<file path="src/rtl/mux_n_1_pipe_pkg.sv">
// Shared sizing helpers for the pipelined N:1 select tree.
// Level k of the tree carries a packed vector {select[sel_width-1:k], words}.
package mux_n_1_pipe_pkg;

  function automatic int unsigned num_inputs(int unsigned sel_width);
    return 1 << sel_width;
  endfunction

  // Partial words present at tree level k (level 0 is the raw input bus).
  function automatic int unsigned level_words(int unsigned sel_width, int unsigned k);
    return num_inputs(sel_width) >> k;
  endfunction

  function automatic int unsigned level_width(int unsigned bus_size, int unsigned sel_width,
                                              int unsigned k);
    return level_words(sel_width, k) * bus_size + (sel_width - k);
  endfunction

  function automatic int unsigned level_offset(int unsigned bus_size, int unsigned sel_width,
                                               int unsigned k);
    int unsigned ofs;
    ofs = 0;
    for (int unsigned i = 0; i < k; i++) ofs += level_width(bus_size, sel_width, i);
    return ofs;
  endfunction

endpackage

</file>
<file path="src/rtl/mux_n_1_pipe_if.sv">
// Valid/ready bus of the pipelined N:1 mux: input words + select in, selected word out.
interface mux_n_1_pipe_if
  import mux_n_1_pipe_pkg::*;
#(
  parameter int unsigned bus_size  = 32,
  parameter int unsigned sel_width = 2
);
  logic [num_inputs(sel_width)*bus_size-1:0] in_bus;
  logic [sel_width-1:0]                      select;
  logic                                      in_valid;
  logic                                      in_ready;
  logic [bus_size-1:0]                       out;
  logic                                      out_valid;
  logic                                      out_ready;

  modport master (
    output in_bus, select, in_valid, out_ready,
    input  in_ready, out, out_valid
  );

  modport slave (
    input  in_bus, select, in_valid, out_ready,
    output in_ready, out, out_valid
  );
endinterface

</file>
<file path="src/rtl/mux_2_1.sv">
// Two-input word select: in1 when sel is high, in0 otherwise.
module mux_2_1 #(
  parameter int unsigned bus_size = 32
) (
  input  logic [bus_size-1:0] in0,
  input  logic [bus_size-1:0] in1,
  input  logic                sel,
  output logic [bus_size-1:0] out
);
  assign out = sel ? in1 : in0;
endmodule

</file>
<file path="src/rtl/mux_n_1_pipe_stage.sv">
// One registered tree level: halves the word count using the lowest carried select bit.
module mux_tree_stage #(
  parameter int unsigned bus_size  = 32,
  parameter int unsigned in_words  = 2,
  parameter int unsigned sel_carry = 0
) (
  input  logic                                        clk,
  input  logic                                        rst_n,
  input  logic [in_words*bus_size+sel_carry:0]        in_pack_i,
  input  logic                                        in_valid_i,
  input  logic                                        en_next_i,
  output logic                                        en_o,
  output logic [(in_words/2)*bus_size+sel_carry-1:0]  out_pack_o,
  output logic                                        valid_o
);
  localparam int unsigned OUT_WORDS = in_words / 2;
  localparam int unsigned IN_DW     = in_words * bus_size;
  localparam int unsigned OUT_W     = OUT_WORDS * bus_size + sel_carry;

  logic [IN_DW-1:0] words;
  logic             sel_bit;
  logic [OUT_W-1:0] pack_d, pack_q;
  logic             valid_q;

  assign words   = in_pack_i[IN_DW-1:0];
  assign sel_bit = in_pack_i[IN_DW];

  for (genvar j = 0; j < OUT_WORDS; j++) begin : g_mux
    mux_2_1 #(.bus_size(bus_size)) u_mux (
      .in0 (words[(2*j)*bus_size +: bus_size]),
      .in1 (words[(2*j+1)*bus_size +: bus_size]),
      .sel (sel_bit),
      .out (pack_d[j*bus_size +: bus_size])
    );
  end

  // Select bits not consumed here ride along above the partial words.
  if (sel_carry > 0) begin : g_carry
    assign pack_d[OUT_W-1 -: sel_carry] = in_pack_i[IN_DW+sel_carry -: sel_carry];
  end

  assign en_o = !valid_q || en_next_i;

  always_ff @(posedge clk or negedge rst_n) begin
    if (!rst_n) begin
      valid_q <= 1'b0;
      pack_q  <= '0;
    end else if (en_o) begin
      valid_q <= in_valid_i;
      if (in_valid_i) pack_q <= pack_d;
    end
  end

  assign out_pack_o = pack_q;
  assign valid_o    = valid_q;
endmodule

</file>
<file path="src/rtl/mux_n_1_pipe.sv">
// Pipelined N:1 mux: chains sel_width tree stages, one register per level, valid/ready flow.
module mux_n_1_pipe
  import mux_n_1_pipe_pkg::*;
#(
  parameter int unsigned bus_size  = 32,
  parameter int unsigned sel_width = 2
) (
  input  logic            clk,
  input  logic            rst_n,
  mux_n_1_pipe_if.slave   bus
);
  localparam int unsigned TOT_W = level_offset(bus_size, sel_width, sel_width + 1);

  // All tree levels packed back to back; level k starts at level_offset(k).
  logic [TOT_W-1:0]   lvl;
  logic [sel_width:0] vld;
  logic [sel_width:0] en;

  assign lvl[level_width(bus_size, sel_width, 0)-1:0] = {bus.select, bus.in_bus};
  assign vld[0]         = bus.in_valid;
  assign en[sel_width]  = bus.out_ready;

  for (genvar k = 0; k < sel_width; k++) begin : g_lvl
    localparam int unsigned OFS_IN  = level_offset(bus_size, sel_width, k);
    localparam int unsigned OFS_OUT = level_offset(bus_size, sel_width, k + 1);
    localparam int unsigned IN_W    = level_width(bus_size, sel_width, k);
    localparam int unsigned OUT_W   = level_width(bus_size, sel_width, k + 1);

    mux_tree_stage #(
      .bus_size  (bus_size),
      .in_words  (level_words(sel_width, k)),
      .sel_carry (sel_width - k - 1)
    ) u_stage (
      .clk        (clk),
      .rst_n      (rst_n),
      .in_pack_i  (lvl[OFS_IN +: IN_W]),
      .in_valid_i (vld[k]),
      .en_next_i  (en[k+1]),
      .en_o       (en[k]),
      .out_pack_o (lvl[OFS_OUT +: OUT_W]),
      .valid_o    (vld[k+1])
    );
  end

  assign bus.in_ready  = en[0];
  assign bus.out_valid = vld[sel_width];
  assign bus.out       = lvl[TOT_W-1 -: bus_size];
endmodule

</file>
<file path="src/flat_wrapper.sv">
// flat-port wrapper written by rule: the top's interface ports become plain ports
module mux_n_1_pipe_flat import mux_n_1_pipe_pkg::*;
#(
  parameter int unsigned bus_size  = 32,
  parameter int unsigned sel_width = 2
)
  (clk, rst_n, bus_in_bus, bus_select, bus_in_valid, bus_out_ready, bus_in_ready, bus_out, bus_out_valid);
  mux_n_1_pipe_if #(.bus_size(bus_size), .sel_width(sel_width)) bus_i ();
  input  logic clk;
  input  logic rst_n;
  input wire logic [$bits(bus_i.in_bus)-1:0] bus_in_bus;
  input wire logic [$bits(bus_i.select)-1:0] bus_select;
  input wire logic [$bits(bus_i.in_valid)-1:0] bus_in_valid;
  input wire logic [$bits(bus_i.out_ready)-1:0] bus_out_ready;
  output wire logic [$bits(bus_i.in_ready)-1:0] bus_in_ready;
  output wire logic [$bits(bus_i.out)-1:0] bus_out;
  output wire logic [$bits(bus_i.out_valid)-1:0] bus_out_valid;
  assign bus_i.in_bus = bus_in_bus;
  assign bus_i.select = bus_select;
  assign bus_i.in_valid = bus_in_valid;
  assign bus_i.out_ready = bus_out_ready;
  assign bus_in_ready = bus_i.in_ready;
  assign bus_out = bus_i.out;
  assign bus_out_valid = bus_i.out_valid;
  mux_n_1_pipe #(.bus_size(bus_size), .sel_width(sel_width)) u_core (.clk(clk), .rst_n(rst_n), .bus(bus_i));
endmodule
</file>
<file path="config.mk">
export PLATFORM = sky130hd
export DESIGN_NAME = mux_n_1_pipe_flat
export DESIGN_NICKNAME = d
export VERILOG_FILES = /design/src/rtl/mux_n_1_pipe_pkg.sv /design/src/rtl/mux_n_1_pipe_if.sv /design/src/rtl/mux_2_1.sv /design/src/rtl/mux_n_1_pipe_stage.sv /design/src/rtl/mux_n_1_pipe.sv /design/src/flat_wrapper.sv
export SDC_FILE = /design/constraint.sdc
export NUM_CORES = 1
export LEC_CHECK = 0
export CAP_MARGIN = 10
export CORE_MARGIN = 5
export CORE_UTILIZATION = 25
export CTS_CLUSTER_DIAMETER = 40
export CTS_CLUSTER_SIZE = 28
export DETAILED_ROUTE_END_ITERATION = 12
export PLACE_DENSITY = 0.55
export SYNTH_ARGS = -nofsm -noshare
export SYNTH_HDL_FRONTEND = slang
export SYNTH_SLANG_ARGS = --single-unit
</file>
<file path="constraint.sdc">
create_clock -name clk -period 1.1 [get_ports clk]
set_input_delay 0.11 -clock clk [delete_from_list [all_inputs] [get_ports clk]]
set_output_delay 0.11 -clock clk [all_outputs]
set_load 0.1 [all_outputs]
</file>
==> flow_summary.ini, run 1 <==
[route]
post_drt_wl_per_cell_um = 16.6
vias_per_cell = 4.74
dr.pass1.iters = 4
drt_iter0_drc = 312
via_count = 4179
drc = 0
drtAntennaViolNets = 0
postRouteWirelength_mm = 14.7

[clock_tree]
insertion_delay_ns = 0.34
numCtsBuffers = 9
path_clk_slew_ns = 0.06
cts_root_buffer = clkbuf_16
htree_levels = 3
clkSinkCount = 99
cts_tree = built
clockBufferDepth = 2

[logic_synthesis]
synth_compound_area_share_pct = 22.3
yosysWarnings = 0
synth_nets = 580
syn_area_um2 = 4850
yosysTopAreaCell = dfrtp_1
synthSimpleGateAreaFrac_pct = 0.876
synth_area_leaders = dfrtp_1 51%, mux2i_1 20%, a31oi_1 12%
yosysSeqAreaShare_pct = 51.0
yosysUniqueCellTypes = 14
synth_top_area_share_pct = 51.0
synthMuxAreaShare_pct = 20.0
synth_top_family_by_area = compound AO/OA/AOI/OAI gates
synth_xor_xnor_area_share_pct = 0
synth_fa_ha_area_share_pct = 0
syn_inst = 446
synth-seq-cells = 99
avgSynthCellArea_um2 = 10.9

[finish]
design_area_um2 = 8070
antennaDiodeCount = 0
post-route-util_pct = 41.9
stdcell_count = 882
drive_gt1_share_pct = 19.1
syn_to_final_growth_pct = 66.3
nets = 746

[sta]
tightest_slew_ns = 0.330
fin_crit_ns = 1.38
slew_violations = 0
skew_ns = 0.00646
hold_viol = 0
rsz0062_at_grt = true
finalCritPeriodShare_pct = 125
fin_setup_tns_ns = -19.41
slew_headroom_pct = 77.4
setup_ws_ns = -0.276
fmax_mhz = 727
finalSetupViolations = 101

[floorplanning]
fp.dieW_um = 149
num_rows = 51
ios = 168
initial_core_util_pct = 25.2
die_y_um = 149
core_um2 = 19300
die-area_um2 = 22300

[placement]
placed_cells = 847
portBuffers = 167
placedInstanceArea_um2 = 7230
dp_hpwl_mm = 9.83
pre_cts_slack_ns = -0.334
place.gp.congestion = 0.762

[setup_path]
cp-start-kind = register
rrSetupSlack_ns = -0.25
crit_required_ns = 0.99
cp_max_fo = 4
critPathBufInv = 2
slowest_stage = dfrtp_4
cp_common_cell = buf_12
reg2regPathDepth = 5
crit_type = reg -> out
timing.rr.end = u_core.g_lvl[0].u_stage.out_pack_o[50]
end_kind = primary output
path_depth = 3
startpoint = u_core.g_lvl[1].u_stage.valid_o
worstPathCellList = nand3b_4 -> buf_12 -> buf_12
timing.rr.start = u_core.g_lvl[1].u_stage.valid_o
crit_end = bus_in_ready
cp.arrival_ns = 1.27
crit_family = flip-flops
critical_path.max_stage_delay_ns = 0.51

[grt]
met1_usage_pct = 16.2
grt_usage_pct = 12.5
busiest_layer = met2
use_met3_pct = 3.13
grt_max_degree = 76
first_global_vias = 4200
grt_pass1_wl_mm = 22.0
grt.overflow.total = 0
antenna_found_initial = 0
met2_usage_pct = 20.4

[hold_path]
min_path_type = in -> reg

[flow_run]
max_cap_violations = 0

[run_status]
violations = setup timing
status = finished with violations

[power]
power.density_nw_per_um2 = 1830
ir_drop_uv = 862
leakagePower_nw = 3.35
[worst min-delay path by stage]
stage / start / cells past startpoint / to / slack, ns
after global placement: rst_n / 2 / u_core.g_lvl[0].u_stage.out_pack_o[55] / 0.11
after detailed placement: rst_n / 2 / u_core.g_lvl[0].u_stage.out_pack_o[23] / 0.11
after CTS: bus_in_valid / 2 / u_core.g_lvl[0].u_stage.out_pack_o[13] / 0.06
after global routing: bus_in_valid / 2 / u_core.g_lvl[0].u_stage.out_pack_o[13] / 0.07
after floorplan: rst_n / 0 / u_core.g_lvl[0].u_stage.out_pack_o[0] / -0.19
final: bus_in_valid / 2 / u_core.g_lvl[0].u_stage.out_pack_o[13] / 0.08
[cell type report]
cell class / count / area [um2]
tap: 265 / 332
multi-input combinational: 294 / 2240
fill: 1838 / 11200
clock inverter: 4 / 95.1
timing repair buffer: 208 / 2660
clock buffer: 12 / 267
sequential: 99 / 2490
[worst reg2reg max path, cell delays in order, from the launching register on]
cell,delay (ns)
dfrtp_4,0.51
nand3b_4,0.13
buf_6,0.18
clkbuf_16,0.20
a21oi_1,0.09
a31oi_1,0.16
[registers in the layout, indices dropped and copies added, names as in the netlist]
| register | flops |
|---|---|
| u_core.g_lvl.u_stage.valid_o | 2 |
| u_core.g_lvl.u_stage.out_pack_o | 97 |
[timing repair]
item	CTS	global route
hold endpoints to repair	99	0
gates cloned	3	6
setup endpoints to repair	98	104
hold buffers	1	0
gates resized for setup	7	27
buffers inserted	4	5
pin swaps	1	2
[layout by cell type, fill, tap and decap left out]
cell,Yosys,layout
a21oi_1,96,86
mux2i_1,96,96
mux2_4,0,1
nand2b_1,3,1
buf_16,0,4
clkbuf_8,0,3
dfrtp_2,0,4
nand2b_4,0,2
clkinv_2,0,1
buf_8,0,4
a21oi_4,0,1
dfrtp_4,0,1
clkdlybuf4s50_1,0,130
bufinv_16,0,3
buf_12,0,44
buf_4,10,15
nand2_2,0,1
a21oi_2,0,9
nand3b_4,1,1
dfrtp_1,99,94
a31oi_4,0,5
buf_6,1,5
clkbuf_16,0,14
a31oi_1,96,91
dlygate4sd3_1,0,1
[metal layers]
layer	routed length, um	vias up	part of all wire (%)
li1	-	2038	-
met1	6310	2000	43
met2	7180	126	49
met3	945	15	6.4
met4	223	0	1.5
met5	0	-	0
[logic make-up after synthesis]
logic type	after synthesis
DFF	99
AOI/OAI and AO/OA	192
muxes	97
and+or+nand+nor	5
buffers and inverters	53
[synth_stat cells]
library cell / number
a21oi_1: 96
buf_1: 2
nand2b_1: 3
dfrtp_1: 99
mux2_1: 1
buf_2: 24
buf_4: 10
clkbuf_4: 2
nand2_1: 1
mux2i_1: 96
a31oi_1: 96
clkbuf_1: 14
nand3b_4: 1
buf_6: 1
[through the flow]
step | power [W] | hold slack, ns
floorplan | 0.00829 | -0.186
global placement | 0.0107 | 0.107
detailed placement | 0.0108 | 0.111
CTS | 0.0147 | 0.0581
global route | 0.0154 | 0.0734
finish | 0.0148 | 0.0777
[power by group]
part | switching, W | internal, W | leakage (nW) | total [W]
clock network | 0.00133 | 0.00240 | 0.179 | 0.00373
logic | 0.00358 | 0.00258 | 2.10 | 0.00616
registers | 0.000594 | 0.00431 | 1.08 | 0.00490
total | 0.00551 | 0.00929 | 3.35 | 0.0148
Power figures use the tool's default switching activity.
==> inputs of run 2 (changes only) <==
--- a/config.mk
+++ b/config.mk
@@ -6,6 +6,7 @@
 export NUM_CORES = 1
 export LEC_CHECK = 0
 export CAP_MARGIN = 10
+export CORE_ASPECT_RATIO = 1.5
 export CORE_MARGIN = 5
 export CORE_UTILIZATION = 25
 export CTS_CLUSTER_DIAMETER = 40
==> run 2 against run 1 <==
Against the previous run: critical path depth unchanged; sequential share of layout area about the same; clock power decreased by 7.2%; combinational power increased by 1%; highest routed layer unchanged; total power decreased by 1.3%; via count decreased by 0.53%; utilization increased by 0.30 points; global-route usage increased by 0.76 points; largest cell class unchanged; first-iteration DRC count decreased by 32%; the flow still finishes with violations (setup timing); maximum frequency increased by 0.66%; critical endpoint is now bus_out_valid; sequential cell count unchanged; critical path type unchanged.
==> flow_summary.ini, run 2 (synthesis results as in run 1) <==
[route]
dr.pass1.iters = 4
postRouteWirelength_mm = 15.3
vias_per_cell = 4.75
drtAntennaViolNets = 0
post_drt_wl_per_cell_um = 17.5
drt_iter0_drc = 211
drc = 0
via_count = 4157

[sta]
tightest_slew_ns = 0.381
fin_crit_ns = 1.37
fin_setup_tns_ns = -15.72
finalSetupViolations = 101
fmax_mhz = 732
rsz0062_at_grt = true
hold_viol = 0
skew_ns = 0.00546
slew_headroom_pct = 73.9
slew_violations = 0
finalCritPeriodShare_pct = 124
setup_ws_ns = -0.267

[finish]
nets = 748
multi_input_area_um2 = 2260
layout.cells.most_common_list = 130 x clkdlybuf4s50_1, 96 x mux2i_1, 93 x dfrtp_1
final_common_cell = clkdlybuf4s50_1
regArea_um2 = 2490
syn_to_final_growth_pct = 66.5
fill_cells = 1854
design_area_um2 = 8080
largest_reg_flops = 97
antennaDiodeCount = 0
drive_gt1_share_pct = 20.5

[power]
finalPower_w = 0.0146
power.density_nw_per_um2 = 1810
ir_drop_uv = 1030
leakagePower_nw = 3.33

[clock_tree]
clockBufferDepth = 2
htree_levels = 3
path_clk_slew_ns = 0.07
insertion_delay_ns = 0.34
cts_tree = built
numCtsBuffers = 9
cts_root_buffer = clkbuf_16
clkSinkCount = 99

[flow_run]
max_cap_violations = 0

[run_status]
violations = setup timing
status = finished with violations

[setup_path]
rrSetupSlack_ns = -0.21
crit_family = flip-flops
cp-start-kind = register
crit_required_ns = 0.99
end_kind = primary output
slowest_stage = dfrtp_4
timing.rr.start = u_core.g_lvl[1].u_stage.valid_o
critical_path.max_stage_delay_ns = 0.49
critPathBufInv = 3
path_depth = 3
cp.arrival_ns = 1.26
reg2regPathDepth = 5
cp_max_fo = 2
crit_type = reg -> out
cp_common_cell = buf_4
worstPathCellList = buf_4 -> buf_4 -> buf_12
timing.rr.end = u_core.g_lvl[1].u_stage.out_pack_o[21]
startpoint = u_core.g_lvl[1].u_stage.valid_o

[floorplanning]
initial_core_util_pct = 25.3
core_um2 = 19200
fp.dieW_um = 124
num_rows = 62
die_y_um = 181
die-area_um2 = 22400
ios = 168

[grt]
antenna_found_initial = 0
first_global_vias = 4416
grt_usage_pct = 13.2
grt_pass1_wl_mm = 23.0
grt_max_degree = 66
grt.overflow.total = 0

[placement]
portBuffers = 167
pre_cts_slack_ns = -0.343
placedInstanceArea_um2 = 7270
place.gp.congestion = 0.724
dp_hpwl_mm = 10.8

[hold_path]
min_path_type = in -> async
[run 2: worst max-delay path by stage]
stage                                              to  slack, ns
2_1_floorplan  u_core.g_lvl[1].u_stage.out_pack_o[10]      -0.26
3_3_place_gp    u_core.g_lvl[0].u_stage.out_pack_o[8]      -0.32
3_5_place_dp    u_core.g_lvl[0].u_stage.out_pack_o[8]      -0.34
4_1_cts                                  bus_in_ready      -0.27
5_1_grt                                  bus_in_ready      -0.31
6_report                                bus_out_valid      -0.27
[run 2: final cells by class]
type / count / area share (%)
well taps: 256 / 3.96
repair buffers: 210 / 33.2
flip-flops and latches: 99 / 30.8
clock inverters: 4 / 0.898
clock buffers: 12 / 3.17
multi-input cells: 294 / 28.0
[run 2: through the flow]
stage	hold slack (ns)	std cells	utilization, %
floorplan	-0.186	446	-
global placement	-0.0601	842	38.0
detailed placement	-0.0604	842	38.0
CTS	0.142	865	40.4
global route	0.141	875	42.2
finish	0.139	875	42.2
[run 2: power by group]
part	switching (W)	internal [W]
sequential	0.000602	0.00431
combinational	0.00362	0.00261
clock	0.00134	0.00211
[run 2: what timing repair did]
action	in CTS	in global routing
setup buffers	3	7
pin swaps	1	8
hold endpoints to repair	99	0
cloned	3	4
gates resized for setup	5	43
endpoints found under the setup margin	100	107
hold buffers	1	0
[run 2: metal layers]
layer	vias up	GRT usage (%)	share of wire [%]
met3	23	2.61	4.4
met2	107	23.4	54
met4	0	5.68	2.7
met5	-	0	0
li1	2035	-	-
met1	1992	15.1	39
==> inputs of run 3 (changes only) <==
--- a/config.mk
+++ b/config.mk
@@ -6,7 +6,6 @@
 export NUM_CORES = 1
 export LEC_CHECK = 0
 export CAP_MARGIN = 10
-export CORE_ASPECT_RATIO = 1.5
 export CORE_MARGIN = 5
 export CORE_UTILIZATION = 25
 export CTS_CLUSTER_DIAMETER = 40
==> results of run 3 <==
Final layout, timing and power as in run 1 (identical DEF).
==> variant: new RTL, config.mk and constraints of run 3 <==
`sel_width` is set to 2 in 3 places; all go to 3.
--- a/src/rtl/mux_n_1_pipe_if.sv
+++ b/src/rtl/mux_n_1_pipe_if.sv
@@ -5,3 +5,3 @@
   parameter int unsigned bus_size  = 32,
-  parameter int unsigned sel_width = 2
+  parameter int unsigned sel_width = 3
 );
--- a/src/rtl/mux_n_1_pipe.sv
+++ b/src/rtl/mux_n_1_pipe.sv
@@ -5,3 +5,3 @@
   parameter int unsigned bus_size  = 32,
-  parameter int unsigned sel_width = 2
+  parameter int unsigned sel_width = 3
 ) (
--- a/src/flat_wrapper.sv
+++ b/src/flat_wrapper.sv
@@ -4,3 +4,3 @@
   parameter int unsigned bus_size  = 32,
-  parameter int unsigned sel_width = 2
+  parameter int unsigned sel_width = 3
 )
Ports: changed (resized bus_in_bus and bus_select); port bits go from 168 to 297. No check against the original RTL was run, so the function may have changed too.
==> variant against run 3 <==
- the flow still finishes with violations (negative setup slack)
- power increased to 2.8 times the old value
- die area increased by 120%
- area after synthesis up 130%
- design area rose by 150%
- utilization up 3.3 points
- combinational power is 120% higher
- sequential share of layout area shrank 1.8 points
- sequential cell count is 131 higher
- worst setup slack worse by 290 ps
- routed wire length rose to 2.7 times the old value
- critical path type unchanged
- critical endpoint unchanged
- largest cell class unchanged
- largest power group is now the clock network
==> variant: results (changes against run 3) <==
| Metric | Value |
|---|---|
| Status | finished, violations left |
| Failing checks | negative setup slack |
| Number of global-route vias before repair | 10200 (+140%) |
| GRT Overall Usage | 15.2% (+2.7 points) |
| Most frequent cell after synthesis | a21oi_1 |
| Max H-tree Level | 2 (-1) |
| CP max stage delay | 490 ps (-20 ps) |
| Post-synthesis sequential area ratio | 51.5% (+0.45 points) |
| RePlAce Congestion | 0.771 (+1.2%) |
| Syn_nets | 1300 (+120%) |
| Drt pass-1 iters | 5 (+1) |
| Routed wire length | 39800 um (+170%) |
| Clock Path Buffers | 3 (+1) |
| Inst Count DP | 1930 (+130%) |
| Layout cells sized above 1 | 33.2% (+14 points) |
| Worst setup slack after layout | -565 ps (-289 ps) |
| CP arrival | 1560 ps (+290 ps) |
| Port buffer count | 296 (+77%) |
| FF-to-FF Start | u_core.g_lvl[2].u_stage.valid_o |
| TritonCTS buffer count | 46 (+37) |
| FMAX | 600 MHz (-17%) |
| Via density per instance | 4.75 (+0.26%) |
| Vias | 9914 (+140%) |
| # setup viols final | 263 (+160%) |
| Leak pwr | 8.25 nW (+150%) |
| Met2 Usage GRT | 26.8% (+6.5 points) |
| Worst-margin pin slew | 463 ps (+133 ps) |
| Nets@finish | 1720 (+130%) |
| Post-synth top cells | 253 x a21oi_1, 230 x dfrtp_1, 224 x mux2i_1 |
| Number of DRC violations after detailed-routing iteration 0 | 508 (+63%) |
| Main area contributors after synthesis | dfrtp_1 51%, mux2i_1 20%, a21oi_1 11%, a31oi_1 11%, buf_2 2.9% |
| Worst skew pair latency | 540 ps (+200 ps) |
| Met1 usage | 19.1% (+2.9 points) |
| Pin count of the biggest net entering global routing | 61 (-20%) |
| Critical path startpoint | u_core.g_lvl[0].u_stage.valid_o |
| GRT met3 Usage | 3.26% (+0.13 points) |
| Syn_area_per_cell | 10.8 um^2 (-0.95%) |
| Fill count | 4030 (+120%) |
| Maximum VDD drop | 1810 uV (+110%) |
| R2R Setup Slk | -540 ps (-290 ps) |
| Post-synth cell types | 17 (+3) |
| Critical Path Fanout Max | 2 (-2) |
| Worst Reg2Reg Path Length in Cells | 8 (+3) |
| HPWL after DPL | 26500 um (+170%) |
| Worst min path class | in -> async |
==> variant: cell count changes after synthesis, sizes merged, moves of 2 or more <==
| cell | delta |
|---|---|
| mux2i | +128 |
| mux2 | +2 |
| clkbuf | +32 |
| a31oi | +96 |
| a21oi | +160 |
| dfrtp | +131 |
| buf | +38 |
==> variant: stage by stage <==
stage / power [mW] / setup TNS, ps / cell area, um^2 / setup slack, ps / hold WS (ps)
2_1_floorplan: 18.7 / -70000 / 11500 / -348 / -186
3_3_place_gp: 24.2 / -83350 / 16200 / -443 / 0.711
3_5_place_dp: 24.4 / -84360 / 16200 / -460 / 0.205
4_1_cts: 41.7 / -90910 / 19100 / -582 / 28.6
5_1_grt: 43.8 / -109060 / 20000 / -610 / 52.2
6_report: 42.0 / -96490 / 20000 / -565 / 38.8
==> variant: worst max-delay path: cells and delay by family, from the launching register on <==
family | cells | cell delay [ps]
flip-flops | 1 | 490
buffers and inverters | 3 | 390
AND/OR/NAND/NOR | 1 | 130
==> variant: metal layers <==
metal,share of wire (%),vias to the layer above
li1,-,4816
met1,42,4814
met2,51,226
met3,4.6,58
met4,1.9,0
met5,0,-
==> variant: how the worst max path moves through the flow <==
stage | endpoint | slack (ps) | cells after the start
floorplan | u_core.g_lvl[0].u_stage.out_pack_o[47] | -350 | 5
global placement | u_core.g_lvl[0].u_stage.out_pack_o[94] | -440 | 6
detailed placement | u_core.g_lvl[0].u_stage.out_pack_o[107] | -460 | 6
CTS | bus_in_ready | -580 | 4
global route | bus_in_ready | -610 | 4
finish | bus_in_ready | -570 | 4
==> variant: cell type report <==
cell class              instances  area, um^2  area share [%]
repair buffers                495        6010            30.1
flip-flops and latches        230        5790            29.0
multi-input cells             684        5650            28.3
clock buffers                  54        1280            6.43
well taps                     592         741            3.71
clock inverters                32         504            2.52
==> variant: kinds of logic after synthesis <==
family / Yosys count / synth area share (%)
buffers and inverters: 123 / 5.24
multiplexers: 227 / 20.4
flip-flops: 230 / 51.5
AND/OR/NAND/NOR: 9 / 0.627
AO/OA/AOI/OAI: 448 / 22.3
==> variant: report_power, final <==
group / switching (mW) / leakage, nW / total, mW / internal, mW
logic: 7.36 / 4.91 / 13.8 / 6.43
clock network: 5.00 / 0.857 / 16.0 / 11.0
registers: 1.85 / 2.48 / 12.2 / 10.4
==> variant: repair_timing <==
action,CTS,global route
resized for setup,100,105
hold buffers,2,0
cloned,18,11
endpoints found under the setup margin,262,264
pin swaps,7,9
buffers inserted,20,26
endpoints found under the hold margin,235,0
